`src/rtl/seg_scan_decoder_pkg.sv`:
```
`default_nettype none
// ============================================================================
// Module      : seg_scan_pkg
// Description : Shared definitions for the seven-segment scan decoder:
//               segment bit positions, hex glyph patterns and the
//               pattern-to-nibble decode function.
// Revision    : 1.0 - initial release
// ============================================================================
package seg_scan_pkg;

  // Segment bit positions inside seg_select = {dp,g,f,e,d,c,b,a}
  localparam int SEG_A  = 0;
  localparam int SEG_B  = 1;
  localparam int SEG_C  = 2;
  localparam int SEG_D  = 3;
  localparam int SEG_E  = 4;
  localparam int SEG_F  = 5;
  localparam int SEG_G  = 6;
  localparam int SEG_DP = 7;

  localparam int NUM_DIGITS = 8;

  // Active-high glyphs for hex digits 0..F (segments g..a)
  localparam logic [6:0] GLYPH_0 = 7'h3F;
  localparam logic [6:0] GLYPH_1 = 7'h06;
  localparam logic [6:0] GLYPH_2 = 7'h5B;
  localparam logic [6:0] GLYPH_3 = 7'h4F;
  localparam logic [6:0] GLYPH_4 = 7'h66;
  localparam logic [6:0] GLYPH_5 = 7'h6D;
  localparam logic [6:0] GLYPH_6 = 7'h7D;
  localparam logic [6:0] GLYPH_7 = 7'h07;
  localparam logic [6:0] GLYPH_8 = 7'h7F;
  localparam logic [6:0] GLYPH_9 = 7'h6F;
  localparam logic [6:0] GLYPH_A = 7'h77;
  localparam logic [6:0] GLYPH_B = 7'h7C;
  localparam logic [6:0] GLYPH_C = 7'h39;
  localparam logic [6:0] GLYPH_D = 7'h5E;
  localparam logic [6:0] GLYPH_E = 7'h79;
  localparam logic [6:0] GLYPH_F = 7'h71;

  localparam logic [6:0] GLYPH_TABLE [16] = '{
    GLYPH_0, GLYPH_1, GLYPH_2, GLYPH_3, GLYPH_4, GLYPH_5, GLYPH_6, GLYPH_7,
    GLYPH_8, GLYPH_9, GLYPH_A, GLYPH_B, GLYPH_C, GLYPH_D, GLYPH_E, GLYPH_F
  };

  // Returns {valid, nibble}. Patterns outside the table (blank included)
  // decode to {0, 4'h0}.
  function automatic logic [4:0] seg7_to_hex(input logic [6:0] seg);
    logic [4:0] res;
    res = 5'd0;
    for (int i = 0; i < 16; i++) begin
      if (seg == GLYPH_TABLE[i]) begin
        res = {1'b1, 4'(i)};
      end
    end
    return res;
  endfunction

endpackage
`default_nettype wire

```
`src/rtl/seg_scan_decoder_if.sv`:
```
`default_nettype none
// ============================================================================
// Module      : seg_scan_decoder_if
// Description : Bundle between the scanned display bus and the decoded
//               readback outputs.
//   bit_select   : digit enable, active-high, one-hot expected
//   seg_select   : segments {dp,g,f,e,d,c,b,a}, active-high
//   digit_code   : nibble k = decoded value of digit k
//   digit_valid  : bit k = digit k was a legal hex glyph
//   dp_out       : bit k = decimal point of digit k
//   frame_done   : one-cycle pulse when the outputs above update
//   bad_select   : sticky multi-hot bit_select flag
//   scan_timeout : no complete frame for the timeout window
//   master modport = display side / bench, slave modport = decoder.
// Revision    : 1.0 - initial release
// ============================================================================
interface seg_scan_decoder_if;

  logic [7:0]  bit_select;
  logic [7:0]  seg_select;
  logic [31:0] digit_code;
  logic [7:0]  digit_valid;
  logic [7:0]  dp_out;
  logic        frame_done;
  logic        bad_select;
  logic        scan_timeout;

  modport master (
    output bit_select,
    output seg_select,
    input  digit_code,
    input  digit_valid,
    input  dp_out,
    input  frame_done,
    input  bad_select,
    input  scan_timeout
  );

  modport slave (
    input  bit_select,
    input  seg_select,
    output digit_code,
    output digit_valid,
    output dp_out,
    output frame_done,
    output bad_select,
    output scan_timeout
  );

endinterface
`default_nettype wire

```
`src/rtl/seg_scan_decoder_stable_filter.sv`:
```
`default_nettype none
// ============================================================================
// Module      : seg_scan_stable_filter
// Description : Registers the scan bus once, detects changes against the
//               previous sample and emits a single capture pulse per stable
//               run of STABLE_CYCLES identical samples.
//   clk_i, rst_i : clock, synchronous active-high reset
//   sel_i, seg_i : raw bit_select / seg_select pins
//   capture_o    : one-cycle pulse, sel_o/seg_o hold the stable pattern
//   sel_o, seg_o : the stable sample being captured
// Revision    : 1.0 - initial release
// ============================================================================
module seg_scan_stable_filter #(
  parameter int STABLE_CYCLES = 4
) (
  input  wire logic       clk_i,
  input  wire logic       rst_i,
  input  wire logic [7:0] sel_i,
  input  wire logic [7:0] seg_i,
  output logic            capture_o,
  output logic [7:0]      sel_o,
  output logic [7:0]      seg_o
);

  localparam int             CW    = $clog2(STABLE_CYCLES + 1);
  localparam logic [CW-1:0]  C_MAX = CW'(STABLE_CYCLES);
  localparam logic [CW-1:0]  C_HIT = CW'(STABLE_CYCLES - 1);

  logic [15:0]   in_q;
  logic [15:0]   prev_q;
  logic [CW-1:0] cnt_q;
  logic [CW-1:0] cnt_d;

  always_comb begin
    cnt_d = cnt_q;
    if (in_q != prev_q) begin
      cnt_d = '0;
    end else if (cnt_q != C_MAX) begin
      cnt_d = cnt_q + CW'(1);
    end
  end

  always_ff @(posedge clk_i) begin
    if (rst_i) begin
      in_q   <= '0;
      prev_q <= '0;
      cnt_q  <= '0;
    end else begin
      in_q   <= {sel_i, seg_i};
      prev_q <= in_q;
      cnt_q  <= cnt_d;
    end
  end

  // The counter passes through C_HIT exactly once per run: it either
  // saturates at C_MAX or is cleared by a change. While cnt_q == C_HIT,
  // prev_q holds the value that has been stable for the whole run.
  assign capture_o = (cnt_q == C_HIT);
  assign sel_o     = prev_q[15:8];
  assign seg_o     = prev_q[7:0];

endmodule
`default_nettype wire

```
`src/rtl/seg_scan_decoder.sv`:
```
`default_nettype none
// ============================================================================
// Module      : seg_scan_decoder
// Description : Readback decoder for the multiplexed seven-segment display.
//               Filters the scan bus, decodes each stable digit into a
//               shadow frame and publishes complete frames atomically.
//   sys_clk  : system clock
//   sys_rst  : synchronous active-high reset
//   bus      : seg_scan_decoder_if slave (scan inputs, decoded outputs)
// Revision    : 1.0 - initial release
// ============================================================================
module seg_scan_decoder
  import seg_scan_pkg::*;
#(
  parameter int         STABLE_CYCLES  = 4,
  parameter logic [7:0] FRAME_MASK     = 8'hFF,
  parameter int         TIMEOUT_CYCLES = 200000
) (
  input  wire logic          sys_clk,
  input  wire logic          sys_rst,
  seg_scan_decoder_if.slave  bus
);

  localparam int            TW    = $clog2(TIMEOUT_CYCLES + 1);
  localparam logic [TW-1:0] T_MAX = TW'(TIMEOUT_CYCLES);

  // Filter outputs
  logic       cap;
  logic [7:0] cap_sel;
  logic [7:0] cap_seg;

  seg_scan_stable_filter #(
    .STABLE_CYCLES (STABLE_CYCLES)
  ) u_filter (
    .clk_i     (sys_clk),
    .rst_i     (sys_rst),
    .sel_i     (bus.bit_select),
    .seg_i     (bus.seg_select),
    .capture_o (cap),
    .sel_o     (cap_sel),
    .seg_o     (cap_seg)
  );

  // State
  logic [31:0]   shadow_code_q,  shadow_code_d;
  logic [7:0]    shadow_valid_q, shadow_valid_d;
  logic [7:0]    shadow_dp_q,    shadow_dp_d;
  logic [7:0]    seen_q,         seen_d;
  logic [31:0]   code_q;
  logic [7:0]    valid_q;
  logic [7:0]    dp_q;
  logic          done_q;
  logic          bad_q;
  logic [TW-1:0] tmo_q,          tmo_d;

  logic [4:0]    dec;
  logic          cap_one;
  logic          cap_multi;
  logic          complete;
  logic [31:0]   code_mask;

  // Expand the digit mask to nibble granularity for the output load.
  for (genvar k = 0; k < NUM_DIGITS; k++) begin : g_code_mask
    assign code_mask[4*k +: 4] = {4{FRAME_MASK[k]}};
  end

  assign dec       = seg7_to_hex(cap_seg[SEG_G:SEG_A]);
  assign cap_one   = cap && $onehot(cap_sel);
  assign cap_multi = cap && (cap_sel != 8'd0) && !$onehot(cap_sel);

  always_comb begin
    shadow_code_d  = shadow_code_q;
    shadow_valid_d = shadow_valid_q;
    shadow_dp_d    = shadow_dp_q;
    seen_d         = seen_q;
    if (cap_one) begin
      seen_d = seen_q | cap_sel;
      for (int k = 0; k < NUM_DIGITS; k++) begin
        if (cap_sel[k]) begin
          shadow_code_d[4*k +: 4] = dec[3:0];
          shadow_valid_d[k]       = dec[4];
          shadow_dp_d[k]          = cap_seg[SEG_DP];
        end
      end
    end
  end

  // Gated by a capture so that an empty mask cannot fire every cycle.
  assign complete = cap_one && ((seen_d & FRAME_MASK) == FRAME_MASK);

  always_comb begin
    tmo_d = tmo_q;
    if (complete) begin
      tmo_d = '0;
    end else if (tmo_q != T_MAX) begin
      tmo_d = tmo_q + TW'(1);
    end
  end

  always_ff @(posedge sys_clk) begin
    if (sys_rst) begin
      shadow_code_q  <= '0;
      shadow_valid_q <= '0;
      shadow_dp_q    <= '0;
      seen_q         <= '0;
      code_q         <= '0;
      valid_q        <= '0;
      dp_q           <= '0;
      done_q         <= 1'b0;
      bad_q          <= 1'b0;
      tmo_q          <= '0;
    end else begin
      shadow_code_q  <= shadow_code_d;
      shadow_valid_q <= shadow_valid_d;
      shadow_dp_q    <= shadow_dp_d;
      // The completing capture is already folded into the output load,
      // so the mask restarts empty for the next frame.
      seen_q         <= complete ? 8'd0 : seen_d;
      done_q         <= complete;
      bad_q          <= bad_q | cap_multi;
      tmo_q          <= tmo_d;
      if (complete) begin
        code_q  <= shadow_code_d  & code_mask;
        valid_q <= shadow_valid_d & FRAME_MASK;
        dp_q    <= shadow_dp_d    & FRAME_MASK;
      end
    end
  end

  assign bus.digit_code   = code_q;
  assign bus.digit_valid  = valid_q;
  assign bus.dp_out       = dp_q;
  assign bus.frame_done   = done_q;
  assign bus.bad_select   = bad_q;
  assign bus.scan_timeout = (tmo_q >= T_MAX);

endmodule
`default_nettype wire
```
`src/flat_wrapper.sv`:
```
// flat-port wrapper written by rule: the top's interface ports become plain ports
module seg_scan_decoder_flat import seg_scan_pkg::*;
#(
  parameter int         STABLE_CYCLES  = 4,
  parameter logic [7:0] FRAME_MASK     = 8'hFF,
  parameter int         TIMEOUT_CYCLES = 200000
)
  (sys_clk, sys_rst, bus_bit_select, bus_seg_select, bus_digit_code, bus_digit_valid, bus_dp_out, bus_frame_done, bus_bad_select, bus_scan_timeout);
  seg_scan_decoder_if bus_i ();
  input  wire logic sys_clk;
  input  wire logic sys_rst;
  input wire logic [$bits(bus_i.bit_select)-1:0] bus_bit_select;
  input wire logic [$bits(bus_i.seg_select)-1:0] bus_seg_select;
  output wire logic [$bits(bus_i.digit_code)-1:0] bus_digit_code;
  output wire logic [$bits(bus_i.digit_valid)-1:0] bus_digit_valid;
  output wire logic [$bits(bus_i.dp_out)-1:0] bus_dp_out;
  output wire logic [$bits(bus_i.frame_done)-1:0] bus_frame_done;
  output wire logic [$bits(bus_i.bad_select)-1:0] bus_bad_select;
  output wire logic [$bits(bus_i.scan_timeout)-1:0] bus_scan_timeout;
  assign bus_i.bit_select = bus_bit_select;
  assign bus_i.seg_select = bus_seg_select;
  assign bus_digit_code = bus_i.digit_code;
  assign bus_digit_valid = bus_i.digit_valid;
  assign bus_dp_out = bus_i.dp_out;
  assign bus_frame_done = bus_i.frame_done;
  assign bus_bad_select = bus_i.bad_select;
  assign bus_scan_timeout = bus_i.scan_timeout;
  seg_scan_decoder #(.STABLE_CYCLES(STABLE_CYCLES), .FRAME_MASK(FRAME_MASK), .TIMEOUT_CYCLES(TIMEOUT_CYCLES)) u_core (.sys_clk(sys_clk), .sys_rst(sys_rst), .bus(bus_i));
endmodule
```
`config.mk`:
```
export PLATFORM = sky130hd
export DESIGN_NAME = seg_scan_decoder_flat
export DESIGN_NICKNAME = d
export VERILOG_FILES = /design/src/rtl/seg_scan_decoder_pkg.sv /design/src/rtl/seg_scan_decoder_if.sv /design/src/rtl/seg_scan_decoder_stable_filter.sv /design/src/rtl/seg_scan_decoder.sv /design/src/flat_wrapper.sv
export SDC_FILE = /design/constraint.sdc
export NUM_CORES = 1
export LEC_CHECK = 0
export CAP_MARGIN = 25
export CELL_PAD_IN_SITES_DETAIL_PLACEMENT = 1
export CELL_PAD_IN_SITES_GLOBAL_PLACEMENT = 2
export CORE_ASPECT_RATIO = 1.1
export CORE_UTILIZATION = 30
export CTS_CLUSTER_SIZE = 25
export DETAILED_ROUTE_END_ITERATION = 7
export GPL_TIMING_DRIVEN = 0
export PLACE_DENSITY = 0.7
export SYNTH_ARGS = -nofsm -noshare
export SYNTH_HDL_FRONTEND = slang
export SYNTH_SLANG_ARGS = --single-unit
```
`constraint.sdc`:
```
create_clock -name sys_clk -period 7.25 [get_ports sys_clk]
set_clock_uncertainty 0.2 [all_clocks]
set_input_delay 1.8125 -clock sys_clk [delete_from_list [all_inputs] [get_ports sys_clk]]
set_output_delay 1.8125 -clock sys_clk [all_outputs]
set_load 0.05 [all_outputs]
```
# ---- After elaboration in Yosys (flattened, before gate mapping)
# Cells that the tools add are included.
dict set report totals {
  wordCells 99
  regBits 159
}
dict set report classes {
  n_addsub 9
  n_reduce_logical 8
  bitwise 2
  n_mux 44
  magnitude_cmp 1
  n_eq_ne 22
}
# cell count
set ops {}
lappend ops {{7-bit equality test (second input constant)} 12}
lappend ops {{5-bit two-way mux} 16}
lappend ops {{32-bit two-way mux} 1}
lappend ops {{4-bit two-way mux} 8}
lappend ops {{8-bit two-way mux} 3}
lappend ops {{18-bit by 1-bit adder with 18-bit output (second input constant)} 1}
lappend ops {{18-bit greater-or-equal comparator (second input constant)} 1}
lappend ops {{18-bit inequality test (second input constant)} 1}
lappend ops {{1-bit two-way mux} 16}
lappend ops {{16-bit inequality test} 1}
lappend ops {{7-bit by 3-bit equality test with 1-bit output (second input constant)} 2}
lappend ops {{7-bit by 6-bit equality test with 1-bit output (second input constant)} 2}
lappend ops {{4-bit adder} 3}
lappend ops {{1-bit by 1-bit adder with 2-bit output} 4}
lappend ops {{8-bit equality test (second input constant)} 1}
lappend ops {{8-bit OR} 1}
lappend ops {{8-bit nonzero test} 1}
lappend ops {{4-bit by 1-bit equality test with 1-bit output (second input constant)} 1}
lappend ops {{1-bit logical AND} 4}
lappend ops {{2-bit OR reduction} 2}
lappend ops {{3-bit by 1-bit adder with 3-bit output (second input constant)} 1}
lappend ops {{3-bit by 2-bit equality test with 1-bit output (second input constant)} 1}
lappend ops {{3-bit inequality test (second input constant)} 1}
lappend ops {{1-bit logical NOT} 1}
lappend ops {{1-bit OR} 1}

# ---- Logic depth before layout (Yosys ltp)
dict set report depth {
  depth_word 19
  ltp_mapped 18
}

# ---- Cells and area by module
# From an unflattened synthesis, not the netlist that was laid out.
dict set report unflattened {
  cells_unflattened 740
  area_unflattened_um2 6969.2
}
# mod seq_area_each_um2 cells_per_inst area_per_inst_um2 n_inst
set modules_own_cells {}
lappend modules_own_cells {seg_scan_decoder 2482.4 629 5738.0 1}
lappend modules_own_cells {seg_scan_stable_filter 700.7 111 1231.2 1}

# ---- Worst setup path before layout
# Ideal clock, no wire load.
dict set report synth_path {
  path_type {reg-to-reg}
  from {register u_core.u_filter.prev_q[14]}
  to {register u_core.dp_q[0] (netlist: u_core.bus.dp_out[0])}
  arrival_ps 3575
  path_buffers 4
  setup_slack_ps 3394
  synth_period_minus_slack_ps 3856
  t_required_ps 6970
  path_stages_with_launch 18
  cell_sequence {dfxtp_1 -> inv_1 -> ha_1 -> inv_1 -> fa_1 -> inv_1 -> fa_1 -> ha_1 -> inv_1 -> fa_1 -> and4b_1 -> buf_6 -> and3_4 -> buf_6 -> o211a_1 -> buf_6 -> buf_4 -> a211oi_2}
}
dict set report synth_via {
  elab_chain_len 8
  elab_cells_between_ends 10
  cone_classes {3 x add/sub; 2 x eq/ne; 2 x mux; 1 x bitwise; 2 x reduce/logical}
}
# element line
set synth_rtl {}
lappend synth_rtl {{start, declared} seg_scan_decoder_stable_filter.sv:30} ;# logic [15:0] prev_q;
lappend synth_rtl {{start signal, assigned} seg_scan_decoder_stable_filter.sv:50} ;# prev_q <= in_q;
lappend synth_rtl {{1-bit by 1-bit adder with 2-bit output (not written as such)} seg_scan_decoder.sv:68} ;# assign cap_one = cap && $onehot(cap_sel);
lappend synth_rtl {{4-bit adder (not written as such) (2 in series)} seg_scan_decoder.sv:68}
lappend synth_rtl {{4-bit by 1-bit equality test with 1-bit output} seg_scan_decoder.sv:68}
lappend synth_rtl {{1-bit logical AND} seg_scan_decoder.sv:68}
lappend synth_rtl {{8-bit two-way mux} seg_scan_decoder.sv:76} ;# if (cap_one) begin
lappend synth_rtl {{8-bit equality test} seg_scan_decoder.sv:89} ;# assign complete = cap_one && ((seen_d & FRAME_MASK) == FRAME_MASK);
lappend synth_rtl {{1-bit logical AND} seg_scan_decoder.sv:89}
lappend synth_rtl {{end signal, assigned} seg_scan_decoder.sv:125} ;# dp_q <= shadow_dp_d & FRAME_MASK;
lappend synth_rtl {{end, declared} seg_scan_decoder.sv:51} ;# logic [7:0] dp_q;
# Several ways; a longest one is shown, not always the timed one.
# A chain may end at the register's enable or synchronous reset.

# ---- Final worst setup path
dict set report layout_path {
  from {register u_core.u_filter.prev_q[14]}
  to {register u_core.code_q[0] (netlist: u_core.bus.digit_code[0])}
}
dict set report layout_via {
  elab_chain_len 8
  elab_cells_between_ends 10
  cone_classes {3 x add/sub; 2 x eq/ne; 2 x mux; 1 x bitwise; 2 x reduce/logical}
}
# element line
set layout_rtl {}
lappend layout_rtl {{1-bit by 1-bit adder with 2-bit output (not written as such)} seg_scan_decoder.sv:68}
lappend layout_rtl {{4-bit adder (not written as such) (2 in series)} seg_scan_decoder.sv:68}
lappend layout_rtl {{4-bit by 1-bit equality test with 1-bit output} seg_scan_decoder.sv:68}
lappend layout_rtl {{1-bit logical AND} seg_scan_decoder.sv:68}
lappend layout_rtl {{8-bit two-way mux} seg_scan_decoder.sv:76}
lappend layout_rtl {{8-bit equality test} seg_scan_decoder.sv:89}
lappend layout_rtl {{1-bit logical AND} seg_scan_decoder.sv:89}
lappend layout_rtl {{end signal, assigned} seg_scan_decoder.sv:123} ;# code_q <= shadow_code_d & code_mask;
lappend layout_rtl {{end, declared} seg_scan_decoder.sv:49} ;# logic [31:0] code_q;
# Several ways; a longest one is shown, not always the timed one.

==> impl_metrics.ini <==
[logic_synthesis]
synthAdderAreaFrac = 0.0392
synth_cell_types = 66
syn_area_sq_um = 6830
yosys_warnings = 0
synth_compound_area_frac = 0.118
synth_mux_area_frac = 0.0484
syn_area_per_cell_sq_um = 10.1
synth_simple_gate_area_frac = 0.227
async_flop_share = 0
synth-main-ff-cell = dfxtp_1
synth_fp_nets = 714
synthCells = 677
synth_top_family_by_area = simple AND/OR/NAND/NOR gates
synth_xor_area_frac = 0.0423
ys_seq_area_frac = 0.466
ys_ff_latch = 159
synth_edf_count = 0

[critical_path]
cp.required_ns = 7.35
start_kind = flip-flop
path_max_fanout = 10
r2r-start = u_core.u_filter.prev_q[14]
worstSetupEndpointType = flip-flop
crit_type = flip-flop to flip-flop
crit_start = u_core.u_filter.prev_q[14]
critical_path_arrival_ns = 4.59

[global_route]
grt_pass1_wl_um = 31700
antenna_found_initial = 0
grt_max_degree = 17
grtUsageTotal = 0.176
grt.overflow.total = 0
grt_pass1_vias = 5721

[pwr]
p_int_mw = 1.41
seqPwrFrac = 0.480
power_frac_comb = 0.049
leakage_nw = 3.02
pwr_density_cell_nw_per_um2 = 220
ir_worst_vdd_uv = 153
switching_share = 0.241
power_switching_mw = 0.448
clockPowerShare = 0.470

[hold_path]
worstHoldStart = u_core.bus.digit_code[18]
min_path_type = flip-flop to flip-flop

[route]
drtIter0Drc = 160
ant_nets = 0
drt_first_pass_iters = 6
wl_per_cell_um = 18.3
route.detailed.drc = 0
vias_per_cell = 4.89
drt_wl_total_um = 19700
via_count = 5242

[sta]
hold_ws_ns = 0.270
hold_viol_final = 0
worst_pin_slew_ns = 0.821
fmax_mhz = 222
min_period_ns = 4.49
rsz0062_at_grt = no
post-route-period-util = 0.620
finalSetupViolCount = 0
tns_ns = 0
maxSlewViolCount = 0
final.setup.worst_slack_ns = 2.76
relSlewSlack = 0.453

[die]
die_h_um = 160
ios = 69
die_w_um = 146
core_sq_um = 22200
die_area_sq_um = 23400
placementRows = 57
initial_utilization = 0.308

[cts]
clock-sinks = 159
ctsHtreeMaxLevel = 4
clk_pin_slew_ns = 0.07
cts_made_buffers = 17
cts_hold_buffers = 0
root_buffer = clkbuf_16
clock_latency_ns = 0.43
ctsLongestPathBuffers = 2
cts_tree = done
post-cts-setup-buffers = 0
post_cts_resized = 0

[finish]
antenna_cells = 0
layout_commonest_cell = dfxtp_1
syn_to_final_growth_pct = 23.7
fill_cells = 2480
stdcell_area_sq_um = 8450
final_cell_mix = dfxtp_1, nor2_1, clkdlybuf4s50_1
drive_gt1_frac = 0.135
fin_nets = 801

[place]
pre_cts_ws_ns = 2.71
io_buffers = 68
place_area_sq_um = 7880
hpwl_um = 14300
place.gp.congestion = 0.782

[run_status]
status = finished clean

[run]
drv_cap = 0
==> state kept, by name, indices dropped and copies added (netlist names) <==
register	flops
u_core.bus.digit_code	32
u_core.shadow_valid_q	8
u_core.bus.bad_select	1
u_core.u_filter.cnt_q	3
u_core.u_filter.prev_q	16
u_core.bus.dp_out	8
u_core.bus.frame_done	1
u_core.bus.digit_valid	8
u_core.shadow_code_q	32
u_core.tmo_q	18
u_core.shadow_dp_q	8
u_core.u_filter.in_q	16
u_core.seen_q	8
==> power by group through the flow <==
stage	clock (mW)	sequential (mW)	combinational, mW
final	0.875	0.894	0.0918
after global routing	0.938	0.895	0.103
after CTS	0.899	0.894	0.0939
after detailed placement	0	0.914	0.0932
after global placement	0	0.913	0.0908
after floorplan	0	0.909	0.0609
==> synthesized netlist by cell type (4+ instances only) <==
library cell | instances | share of area
nor2b_1 | 35 | 0.032
nand2b_1 | 4 | 0.0037
dfxtp_1 | 159 | 0.47
ha_1 | 15 | 0.027
nand3_1 | 14 | 0.010
nor3_1 | 28 | 0.021
nand4_1 | 6 | 0.0055
fa_1 | 4 | 0.012
nand2_1 | 21 | 0.012
nor2_1 | 74 | 0.041
inv_1 | 25 | 0.014
xor2_1 | 22 | 0.028
nand3b_1 | 24 | 0.026
o21ai_0 | 9 | 0.0066
a211oi_2 | 14 | 0.026
o21a_1 | 9 | 0.0099
buf_2 | 8 | 0.0059
nor2_2 | 15 | 0.014
nor4_1 | 13 | 0.012
and4b_1 | 4 | 0.0059
and3_1 | 10 | 0.0092
mux2i_1 | 33 | 0.048
xnor2_1 | 11 | 0.014
o2bb2ai_1 | 8 | 0.010
clkbuf_1 | 24 | 0.013
o41ai_1 | 16 | 0.021
a21oi_1 | 4 | 0.0029
buf_6 | 9 | 0.015
buf_4 | 5 | 0.0055
==> kinds of logic after synthesis <==
kind of cell | Yosys count
and+or+nand+nor | 271
AOI/OAI and AO/OA | 87
DFF | 159
xor gates and xnor gates | 33
adders and majority gates | 19
buffers and inverters | 75
muxes | 33
==> layout make-up <==
| type | instances | area (sq um) | share of cell area |
|---|---|---|---|
| plain buffers | 50 | 312 | 0.0369 |
| clock buffers | 19 | 443 | 0.0524 |
| clock inverters | 13 | 129 | 0.0152 |
| inverters | 25 | 93.8 | 0.0111 |
| multi-input cells | 443 | 3240 | 0.384 |
| flip-flops and latches | 159 | 3180 | 0.377 |
| well taps | 295 | 369 | 0.0437 |
| repair buffers | 68 | 681 | 0.0805 |
==> worst max-delay path, stage by stage (launching register included) <==
cell and delay, ns:
dfxtp_1 0.51, inv_1 0.08, ha_1 0.29, inv_1 0.05, fa_1 0.40, inv_1 0.08
fa_1 0.42, ha_1 0.20, inv_1 0.07, fa_1 0.40, and4b_1 0.20, buf_6 0.14
and3_4 0.17, buf_6 0.15, o211ai_4 0.22, clkbuf_1 0.52, nand3b_1 0.17, o41ai_1 0.11
==> routing by layer <==
metal	up-vias	global-route usage	part of all wire
li1	2525	-	-
met1	2589	0.220	0.46
met2	102	0.301	0.49
met3	26	0.0309	0.031
met4	0	0.0656	0.020
met5	-	0	0
==> per-stage QoR <==
stage / power, mW / cells / util
final: 1.86 / 1072 / 0.381
after global routing: 1.94 / 1072 / 0.381
after CTS: 1.89 / 1072 / 0.381
after detailed placement: 1.01 / 1040 / 0.355
after global placement: 1.00 / 1040 / 0.355
after floorplan: 0.970 / 677 / -
==> path summary, 6_finish.rpt <==
kind,cells past startpoint,slack [ns],end
max,17,2.76,u_core.bus.digit_code[0]
min,1,0.27,u_core.bus.digit_code[18]
max reg2reg,17,2.76,u_core.bus.digit_code[0]
min reg2reg,1,0.27,u_core.bus.digit_code[18]
(Power assumes the default switching activity.)
